[src/rtl/rsp_lden_pkg.sv]
// Shared types and constants for the RSP load-enable generator.
package rsp_lden_pkg;

   typedef enum logic [0:0] {IDLE, BURST} lden_state_t;

   localparam int unsigned LDEN_MAX_DEPTH = 256;
   localparam logic [LDEN_MAX_DEPTH-1:0] LDEN_ALL_OFF = '1;

endpackage

[src/rtl/rsp_lden_cgate.sv]
// Clock-phase gate for one latch enable line: en_f = ld_bar | clk.
// Behavioural stand-in for a single or02d2 cell so the gate stays a distinct instance.
module rsp_lden_cgate (
   input  logic i_a,
   input  logic i_b,
   output logic o_z
);

   assign o_z = i_a | i_b;

endmodule

[src/rtl/rsp_lden_burst_gen.sv]
// Load-enable generator: one-hot active-low ld_bar with single/burst sequencing, stall and wrap.
// Define RSP_LDEN_CGATE_EN to add the clock-gated latch enables on o_en_f.
module rsp_lden_burst_gen
   import rsp_lden_pkg::*;
#(
   parameter int unsigned DEPTH = 32,
   parameter int unsigned AW    = 5,
   parameter int unsigned BLW   = 4
) (
   input  logic             i_clk,
   input  logic             i_reset,
   input  logic             i_wr_valid,
   input  logic [AW-1:0]    i_wr_addr,
   input  logic [BLW-1:0]   i_burst_len,
   input  logic             i_stall,
   output logic             o_wr_busy,
   output logic             o_wr_done,
   output logic [AW-1:0]    o_cur_addr,
   output logic [DEPTH-1:0] o_ld_bar
`ifdef RSP_LDEN_CGATE_EN
   ,
   output logic [DEPTH-1:0] o_en_f
`endif
);

   lden_state_t      r_state, w_state_nxt;
   logic [AW-1:0]    r_addr, w_addr_nxt;
   logic [BLW-1:0]   r_cnt, w_cnt_nxt;
   logic             w_issue;
   logic             w_last;
   logic [AW-1:0]    w_issue_addr;
   logic [DEPTH-1:0] w_ld_bar_nxt;
   logic [DEPTH-1:0] r_ld_bar;
   logic             r_done;
   logic [AW-1:0]    r_cur_addr;

   always_ff @(posedge i_clk) begin
      if (i_reset) begin
         r_state <= IDLE;
         r_addr  <= '0;
         r_cnt   <= '0;
      end else begin
         r_state <= w_state_nxt;
         r_addr  <= w_addr_nxt;
         r_cnt   <= w_cnt_nxt;
      end
   end

   // BURST means entries remain to be issued; r_addr/r_cnt describe the next one to issue.
   always_comb begin
      w_state_nxt = r_state;
      w_addr_nxt  = r_addr;
      w_cnt_nxt   = r_cnt;
      unique case (r_state)
         IDLE: begin
            if (i_wr_valid) begin
               if (i_stall) begin
                  w_state_nxt = BURST;
                  w_addr_nxt  = i_wr_addr;
                  w_cnt_nxt   = i_burst_len;
               end else begin
                  w_addr_nxt = i_wr_addr + 1'b1;
                  w_cnt_nxt  = i_burst_len - 1'b1;
                  if (i_burst_len != '0) w_state_nxt = BURST;
               end
            end
         end
         BURST: begin
            if (!i_stall) begin
               w_addr_nxt = r_addr + 1'b1;
               if (r_cnt == '0) w_state_nxt = IDLE;
               else             w_cnt_nxt   = r_cnt - 1'b1;
            end
         end
         default: w_state_nxt = IDLE;
      endcase
   end

   always_comb begin
      w_issue      = 1'b0;
      w_last       = 1'b0;
      w_issue_addr = r_addr;
      unique case (r_state)
         IDLE: begin
            if (i_wr_valid && !i_stall) begin
               w_issue      = 1'b1;
               w_issue_addr = i_wr_addr;
               w_last       = (i_burst_len == '0);
            end
         end
         BURST: begin
            if (!i_stall) begin
               w_issue = 1'b1;
               w_last  = (r_cnt == '0);
            end
         end
         default: ;
      endcase
   end

   // Addresses at or above DEPTH match no line, so the slot passes with ld_bar all-ones.
   always_comb begin
      w_ld_bar_nxt = LDEN_ALL_OFF[DEPTH-1:0];
      if (w_issue) begin
         for (int unsigned k = 0; k < DEPTH; k++) begin
            if (w_issue_addr == AW'(k)) w_ld_bar_nxt[k] = 1'b0;
         end
      end
   end

   always_ff @(posedge i_clk) begin
      if (i_reset) begin
         r_ld_bar   <= LDEN_ALL_OFF[DEPTH-1:0];
         r_done     <= 1'b0;
         r_cur_addr <= '0;
      end else begin
         r_ld_bar <= w_ld_bar_nxt;
         r_done   <= w_issue & w_last;
         if (w_issue) r_cur_addr <= w_issue_addr;
      end
   end

   assign o_wr_busy  = (r_state == BURST);
   assign o_wr_done  = r_done;
   assign o_cur_addr = r_cur_addr;
   assign o_ld_bar   = r_ld_bar;

`ifdef RSP_LDEN_CGATE_EN
   // ld_bar only moves while clk is high, so the OR output cannot glitch low.
   for (genvar g = 0; g < DEPTH; g++) begin : g_cgate
      rsp_lden_cgate u_cgate (
         .i_a (r_ld_bar[g]),
         .i_b (i_clk),
         .o_z (o_en_f[g])
      );
   end
`endif

endmodule

[config.mk]
export PLATFORM = sky130hd
export DESIGN_NAME = rsp_lden_burst_gen
export DESIGN_NICKNAME = d
export VERILOG_FILES = /design/src/rtl/rsp_lden_pkg.sv /design/src/rtl/rsp_lden_cgate.sv /design/src/rtl/rsp_lden_burst_gen.sv
export SDC_FILE = /design/constraint.sdc
export NUM_CORES = 1
export LEC_CHECK = 0
export BUFFER_PORTS_ARGS = -buffer_cell sky130_fd_sc_hd__buf_2
export CORE_ASPECT_RATIO = 0.9
export CORE_MARGIN = 2
export CORE_UTILIZATION = 46
export DETAILED_ROUTE_END_ITERATION = 10
export GPL_TIMING_DRIVEN = 0
export HOLD_SLACK_MARGIN = 0.02
export PLACE_DENSITY = 0.74
export REMOVE_ABC_BUFFERS = 1
export SLEW_MARGIN = 20
export SYNTH_ARGS = -nofsm -noshare
export SYNTH_HDL_FRONTEND = slang
export SYNTH_SLANG_ARGS = --single-unit
[constraint.sdc]
create_clock -name i_clk -period 1.67 [get_ports i_clk]
set_input_delay 0.167 -clock i_clk [delete_from_list [all_inputs] [get_ports i_clk]]
set_output_delay 0.167 -clock i_clk [all_outputs]
set_load 0.01 [all_outputs]
# Word level (Yosys, flattened, before mapping)
# Cells that the tools add are included.
[word_totals]
input_bits = 13
out_inout_bits = 39
word_cells = 111
ff_bits = 48
[op_classes]
mux = 55
addsub = 4
n_eq_ne = 34
reduce_logical = 9
n_bitwise = 3
[ops]
columns = ["op", "count"]
rows = [
  ["$eq 5x5->1 const B", 16],
  ["$mux 1", 41],
  ["$eq 5x4->1 const B", 8],
  ["$mux 5", 5],
  ["$eq 5x3->1 const B", 4],
  ["$mux 4", 4],
  ["$add 5x1->5 const B", 2],
  ["$eq 5x2->1 const B", 2],
  ["$pmux 5 s2", 1],
  ["$logic_not 4->1", 2],
  ["$pmux 4 s2", 1],
  ["$sub 4x1->4 const B", 2],
  ["$ne 2x2->1 const B", 3],
  ["$pmux 1 s2", 3],
  ["$eq 5x1->1 const B", 1],
  ["$logic_not 5->1", 1],
  ["$reduce_bool 4->1", 1],
  ["$reduce_and 3->1", 1],
  ["$not 1->1", 2],
  ["$reduce_and 2->1", 1],
  ["$reduce_or 2->1", 1],
  ["$and 1x1->1", 1],
  ["$logic_and 1x1->1", 1],
  ["$logic_not 1->1", 1],
]

# Logic depth before layout (Yosys ltp)
# Gate-level depths: netlist of the first run.
[depth]
word_depth = 6
depth_mapped = 6
mapped_depth_nobuf = 6

# Worst setup path before layout of the first run
# No wires, ideal clock.
[synth_path]
path_type = "register to register"
from = "register r_state, in the netlist o_wr_busy"
to = "register r_ld_bar[16], in the netlist o_ld_bar[16]"
t_arrival_ns = 1.515
setup_ns = 0.127
stages_incl_launch_ff = 5
synth_period_minus_slack_ns = 1.643
path_buffers = 0
setup_slack_ns = 0.027
cell_sequence = "dfxtp_1 nor3b_4 mux2_2 nor3_1 nand2_1"
[synth_via]
elab_chain_cells = 4
elab_cells_between_ends = 7
cone_classes = "eq/ne: 1; mux: 3; bitwise: 2; reduce/logical: 1"
[synth_lines]
columns = ["element", "line", "rtl"]
rows = [
  ["start, declared", "rsp_lden_burst_gen.sv:26", "lden_state_t r_state, w_state_nxt;"],
  ["start signal, assigned", "rsp_lden_burst_gen.sv:43", "r_state <= w_state_nxt;"],
  ["branches (longest 4 deep; another with $mux 5)", "-", ""],
  ["end signal, assigned", "rsp_lden_burst_gen.sv:113", "r_ld_bar <= LDEN_ALL_OFF[DEPTH-1:0];"],
  ["end signal, assigned", "rsp_lden_burst_gen.sv:117", "r_ld_bar <= w_ld_bar_nxt;"],
  ["end, declared", "rsp_lden_burst_gen.sv:33", "logic [DEPTH-1:0] r_ld_bar;"],
]
# Several ways; the timed one is not identified.
# A chain may end at the register's enable or synchronous reset.

# Final worst setup path of the first run
[layout_path]
from = "register r_state, in the netlist o_wr_busy"
to = "register r_ld_bar[22], in the netlist o_ld_bar[22]"
# The elaborated chain is that of the path after synthesis.

==> flow_summary.json, run 1 <==
{
  "ir_drop_mv": 0.4081,
  "drc": 0,
  "status": "finished, final reports clean",
  "synth_area_leader_cell": "dfxtp_1",
  "cp-start-kind": "register",
  "placed_area_um2": 2245,
  "routed-wl-met2_um": 1962,
  "netlist_top_cells_area": "dfxtp_1 49%, nand2_1 7.8%, ha_1 3.8%",
  "clkLatencyLatePin_ns": 0.30,
  "multi_input_area_um2": 1084,
  "die_w_um": 73.04,
  "met1_length_um": 1898,
  "cts_made_buffers": 5,
  "yosysUniqueCellTypes": 42,
  "combPwrFrac": 0.195,
  "place_ws_ns": -0.6775,
  "ctsHoldBuffers": 0,
  "min_period_ns": 1.634,
  "drt-pass1-iter-count": 4,
  "placedCellCount": 298,
  "clockRootBuffer": "clkbuf_8",
  "cts.path.max_buffers": 2,
  "crit_fanout": 8,
  "worst_pin_slew_ns": 0.8204,
  "ys_ff_latch": 48,
  "drtIter0Drc": 66,
  "top_layer": "met4",
  "syn2layout_area_growth_pct": 32.02,
  "syn_area_per_cell_um2": 9.486,
  "syn_inst": 208,
  "antenna_found_initial": 0,
  "hold_violations": 0,
  "start_util": 0.4811,
  "power_frac_clock": 0.296,
  "worst_slack_ns": 0.03588,
  "clk_pin_slew_ns": 0.09,
  "yosysWarnings": 0,
  "fin_crit_sh": 0.9785,
  "track_usage": 0.1736,
  "rr_worst_depth": 5,
  "io_pins": 52,
  "internal_power_mw": 1.732,
  "num-nets-final": 291,
  "async_flop_share": 0,
  "cp.arrival_ns": 1.82,
  "min_path_cells": 3,
  "drv_cap": 0,
  "power_switching_mw": 0.6810,
  "grt_pass1_vias": 1335,
  "hold_path.class": "in2reg",
  "synth_top_area_share": 0.4870,
  "power.density_nw_per_um2": 926.1,
  "port_buffers": 51,
  "diodes": 0,
  "cp.required_ns": 1.85,
  "rsz0062_at_grt": "yes",
  "whs_ns": 0.2332,
  "finalInstanceArea_um2": 2605,
  "htreeDepth": 2,
  "wl_per_cell_um": 13.07,
  "slew_viol_final": 0,
  "nFillCells": 343,
  "critical_path_class": "reg2reg",
  "cts_tree": "built",
  "core_um2": 4101,
  "vias": 1620,
  "totalWireLength_um": 4197,
  "fin_skew_ns": 0.006562,
  "antenna_left": 0,
  "cp-end-kind": "register",
  "synth_top_flop_cell": "dfxtp_1",
  "switching_share": 0.2823,
  "synth_edf_count": 0,
  "yosysSeqAreaShare": 0.4870,
  "clock.fmax_mhz": 612.0,
  "viasPerCell": 5.047,
  "syn_area_um2": 1973,
  "total_power_mw": 2.413,
  "slew_headroom": 0.4494,
  "drive_above_1_share": 0.3736,
  "die_h_um": 66.13,
  "wl_met3_um": 282,
  "dieArea_um2": 4830,
  "hpwl_um": 2811,
  "leakagePower_nw": 1.012,
  "cts_sinks": 48,
  "grt-ovfl-total": 0,
  "gp_congestion": 0.8129,
  "grt_pass1_wl_um": 6361,
  "fin_cells": 321,
  "setup_violations": 0,
  "grt_max_degree": 31,
  "num_rows": 22,
  "power_frac_seq": 0.509,
  "seq_area_um2": 964.7
}
## worst max-delay path, cell delays in order (launching register included)
cell	delay (ns)
dfxtp_4	0.38
nor3b_4	0.28
buf_6	0.17
mux2i_4	0.30
nor2b_4	0.30
nand2_1	0.09
## routing by layer
metal,vias up,global-route usage
met2,62,0.2782
met1,705,0.2230
met3,7,0.04116
met4,0,0.07176
met5,-,0
li1,846,-
## cell type report
| cell class | count | area share |
|---|---|---|
| Clock buffer | 6 | 0.03170 |
| Timing Repair Buffer | 66 | 0.1446 |
| Clock inverter | 2 | 0.005764 |
| Tap cell | 48 | 0.02305 |
| Multi-Input combinational cell | 145 | 0.4159 |
| Sequential cell | 48 | 0.3703 |
| Inverter | 6 | 0.008646 |
## cells by family after synthesis
group	share of synthesized area
simple gates	0.2448
compound gates	0.1122
mux	0.05327
xor+xnor	0.03107
fa+ha+maj	0.03805
buf+inv	0.03361
flops	0.4870
## per-stage QoR
| step | setup TNS, ns | util |
|---|---|---|
| 3_3_place_gp | -20.35 | 0.5473 |
| 3_5_place_dp | -20.90 | 0.5473 |
| 4_1_cts | -0.02806 | 0.5991 |
| 2_1_floorplan | -7.514 | - |
| 5_1_grt | -0.8445 | 0.6351 |
| 6_report | 0 | 0.6351 |
## power groups by stage
stage / clock network (mW) / logic [mW] / registers [mW]
final: 0.714 / 0.471 / 1.23
after global routing: 0.775 / 0.521 / 1.23
after CTS: 0.726 / 0.386 / 1.24
after detailed placement: 0 / 0.339 / 1.26
after global placement: 0 / 0.330 / 1.26
after floorplan: 0 / 0.225 / 1.26
## cell usage after synthesis (5+ instances only)
cell type	count
o21ai_0	6
ha_1	6
nor3_1	5
inv_1	6
dfxtp_1	48
buf_2	8
a211oi_1	6
mux2i_1	6
nor2_1	10
nand2_1	41
nor2b_1	6
xnor2_1	5
nor3_2	6
## final timing paths
check	slack, ns	start	endpoint
setup reg to reg	0.04	o_wr_busy	o_ld_bar[22]
setup / recovery	0.04	o_wr_busy	o_ld_bar[22]
hold / removal	0.23	i_wr_addr[4]	r_addr[4]
hold reg to reg	0.47	o_cur_addr[4]	o_cur_addr[4]
## registers in the layout, indices dropped and copies added (netlist names)
signal      cells
o_ld_bar       32
o_cur_addr      5
r_addr          5
r_cnt           4
o_wr_busy       1
o_wr_done       1
## placed cells by master (no fill, tap or decap), types with 6 or more instances in the layout
cell,count
inv_1,6
clkbuf_8,6
a211oi_1,6
buf_4,11
nand2_1,41
nor3_4,7
buf_2,52
dfxtp_1,47
nor2_1,10
ha_1,6
## timing repair
action,CTS,global route
gates cloned,0,0
endpoints found under the hold margin,0,0
resized for setup,18,14
setup buffers,5,10
pin swaps,1,5
endpoints found under the setup margin,47,36
Note: power is estimated with default switching activity, not from simulation.
==> run 2, diff against run 1 <==
--- a/config.mk
+++ b/config.mk
@@ -7,2 +7,3 @@
 export LEC_CHECK = 0
+export ABC_AREA = 1
 export BUFFER_PORTS_ARGS = -buffer_cell sky130_fd_sc_hd__buf_2
@@ -14,3 +15,3 @@
 export HOLD_SLACK_MARGIN = 0.02
-export PLACE_DENSITY = 0.74
+export PLACE_DENSITY_LB_ADDON = 0.15
 export REMOVE_ABC_BUFFERS = 1
--- a/constraint.sdc
+++ b/constraint.sdc
@@ -3,2 +3,2 @@
 set_output_delay 0.167 -clock i_clk [all_outputs]
-set_load 0.01 [all_outputs]
+set_load 0.02 [all_outputs]
==> run 2 against run 1 <==
Routed wire length is 3.9% higher. Sequential power hardly changed. Flip-flop and latch count stayed put. Die area is 2.3% higher. Fmax is 8.8% higher. Final area is 4.1% lower. Clock power is 2% higher. Core utilization is 3.4 points lower. Worst setup slack better by 0.13 ns. Combinational power is 4.2% lower. Register-to-register slack better by 0.13 ns. Hold slack worse by 0.12 ns.
==> flow_summary.json, run 2 <==
{
  "status": "finished, final reports clean",
  "critPathTopFamily": "simple AND/OR/NAND/NOR gates",
  "holdCritStartpoint": "i_reset",
  "track_usage": 0.1856,
  "ir_drop_mv": 0.6720,
  "hpwl_um": 3172,
  "start_util": 0.4865,
  "cp.required_ns": 1.85,
  "port_buffers": 51,
  "power_switching_mw": 0.7290,
  "internal_power_mw": 1.681,
  "min_path_cells": 2,
  "rsz0062_at_grt": "no",
  "yosysUniqueCellTypes": 26,
  "rr_worst_depth": 6,
  "synth_top_area_share": 0.4752,
  "switching_share": 0.3025,
  "wl_per_cell_um": 11.18,
  "power.density_nw_per_um2": 965.1,
  "cts.path.max_buffers": 2,
  "grt-ovfl-total": 0,
  "diodes": 0,
  "clockRootBuffer": "clkbuf_8",
  "hold_path_end": "o_wr_busy",
  "syn_inst": 271,
  "whs_ns": 0.1109,
  "place_ws_ns": -0.1768,
  "cp-end-kind": "register",
  "power_frac_clock": 0.301,
  "ys_ff_latch": 48,
  "largest_reg_flops": 32,
  "async_flop_share": 0,
  "crit_path_frequent_cell": "nand2_1",
  "fin_skew_ns": 0.01109,
  "layout_commonest_cell": "nand2_1",
  "yosysSeqAreaShare": 0.4752,
  "min_period_ns": 1.501,
  "cp-start-kind": "register",
  "netlist_top_cells_area": "dfxtp_1 48%, nand2_1 13%, nor2_1 7.4%",
  "worst_pin_slew_ns": 0.3772,
  "yosysWarnings": 0,
  "mostFrequentLayoutCells": "71 x nand2_1, 51 x buf_2, 47 x dfxtp_1, 40 x nor2_1, 32 x inv_1",
  "syn_area_um2": 2022,
  "num_rows": 22,
  "cts_tree": "built",
  "hold_violations": 0,
  "htreeDepth": 2,
  "cts_sinks": 48,
  "die_h_um": 66.90,
  "hold_path.class": "in2reg",
  "drc": 0,
  "worst_slack_ns": 0.1686,
  "leakagePower_nw": 1.152,
  "critical_path.max_stage_delay_ns": 0.41,
  "gp_congestion": 0.8539,
  "crit_buf_inv": 0,
  "synth_top_flop_cell": "dfxtp_1",
  "num-nets-final": 348,
  "r2r-end": "o_ld_bar[19]",
  "crit_fanout": 10,
  "crit_chain": "nor2_8 > nand2_4 > o21ai_2 > nand2_1 > nor2_1 > nand2_1",
  "grt_max_degree": 17,
  "cts_made_buffers": 5,
  "vias": 1822,
  "drtIter0Drc": 84,
  "die_w_um": 73.89,
  "synth_edf_count": 0,
  "grt_pass1_vias": 1624,
  "critical_path_class": "reg2reg",
  "core_um2": 4156,
  "syn2layout_area_growth_pct": 23.52,
  "synth_area_leader_cell": "dfxtp_1",
  "power_frac_seq": 0.512,
  "drive_above_1_share": 0.2394,
  "drv_cap": 0,
  "syn_area_per_cell_um2": 7.461,
  "setup_violations": 0,
  "slew_viol_final": 0,
  "clkLatencyLatePin_ns": 0.30,
  "viasPerCell": 4.672,
  "clock.fmax_mhz": 666.1,
  "slew_headroom": 0.7483,
  "antenna_left": 0,
  "grt_pass1_wl_um": 7031,
  "antenna_found_initial": 0,
  "totalWireLength_um": 4361,
  "cp.arrival_ns": 1.68,
  "cp_slowest_cell": "dfxtp_4",
  "nFillCells": 400,
  "regToRegSetupSlack_ns": 0.17,
  "yosysMostFrequentCell": "nand2_1",
  "io_pins": 52,
  "r2r_start": "o_wr_busy",
  "combPwrFrac": 0.187,
  "drt-pass1-iter-count": 4,
  "ctsHoldBuffers": 0,
  "clk_pin_slew_ns": 0.08,
  "fin_crit_sh": 0.8990,
  "tns_ns": 0,
  "dieArea_um2": 4943,
  "synth_common_cells": "71 x nand2_1, 48 x dfxtp_1, 40 x nor2_1"
}
## run 2: how the worst max path moves through the flow
stage,startpoint,end,cells after the start
global route,o_wr_busy,r_addr[2],6
finish,o_wr_busy,o_ld_bar[19],6
detailed placement,o_wr_busy,o_ld_bar[22],5
global placement,o_wr_busy,o_ld_bar[6],5
floorplan,o_wr_busy,r_addr[2],6
CTS,o_wr_busy,r_addr[2],6
## run 2: stage by stage
stage	instances	instance area, um^2	utilization	power (mW)
after floorplan	265	1984	-	1.556
after detailed placement	376	2315	0.5569	1.677
after global routing	390	2497	0.6008	2.526
final	390	2497	0.6008	2.410
after global placement	376	2315	0.5569	1.673
after CTS	384	2414	0.5807	2.386
## run 2: logic make-up (layout without fill, tap and decap cells)
logic type | after synthesis | count (layout) | synth area share
DFF | 48 | 48 | 0.4752
adders and majority gates | 6 | 6 | 0.03713
buffers and inverters | 42 | 101 | 0.08539
xor gates and xnor gates | 1 | 1 | 0.004332
and+or+nand+nor | 134 | 134 | 0.2809
AOI/OAI and AO/OA | 40 | 40 | 0.1170
## run 2: timing repair
item,CTS,global route
setup endpoints to repair,41,41
hold endpoints to repair,0,0
resized for setup,1,4
pin swaps,0,2
buffers inserted,0,6
## run 2: cell type report
class                           instances  area (um^2)  area share
Inverter                               36        138.9     0.05561
Tap cell                               60        75.07     0.03006
Timing Repair Buffer                   57        325.3      0.1303
Clock inverter                          2        15.01    0.006012
Multi-Input combinational cell        181        895.9      0.3587
Sequential cell                        48        964.7      0.3863
Clock buffer                            6        82.58     0.03307
## run 2: routing by layer
| layer | routed length (um) | track usage | vias to the layer above |
|---|---|---|---|
| li1 | - | - | 967 |
| met1 | 2121 | 0.2444 | 807 |
| met2 | 1995 | 0.2991 | 43 |
| met3 | 216 | 0.05446 | 5 |
| met4 | 27 | 0.04091 | 0 |
| met5 | 0 | 0 | - |
## run 2: power by group through the flow
stage / Sequential, mW / Combinational, mW / Clock [mW]
after floorplan: 1.27 / 0.282 / 0
after global placement: 1.26 / 0.416 / 0
after detailed placement: 1.26 / 0.420 / 0
after CTS: 1.23 / 0.424 / 0.731
after global routing: 1.24 / 0.516 / 0.771
final: 1.23 / 0.451 / 0.726
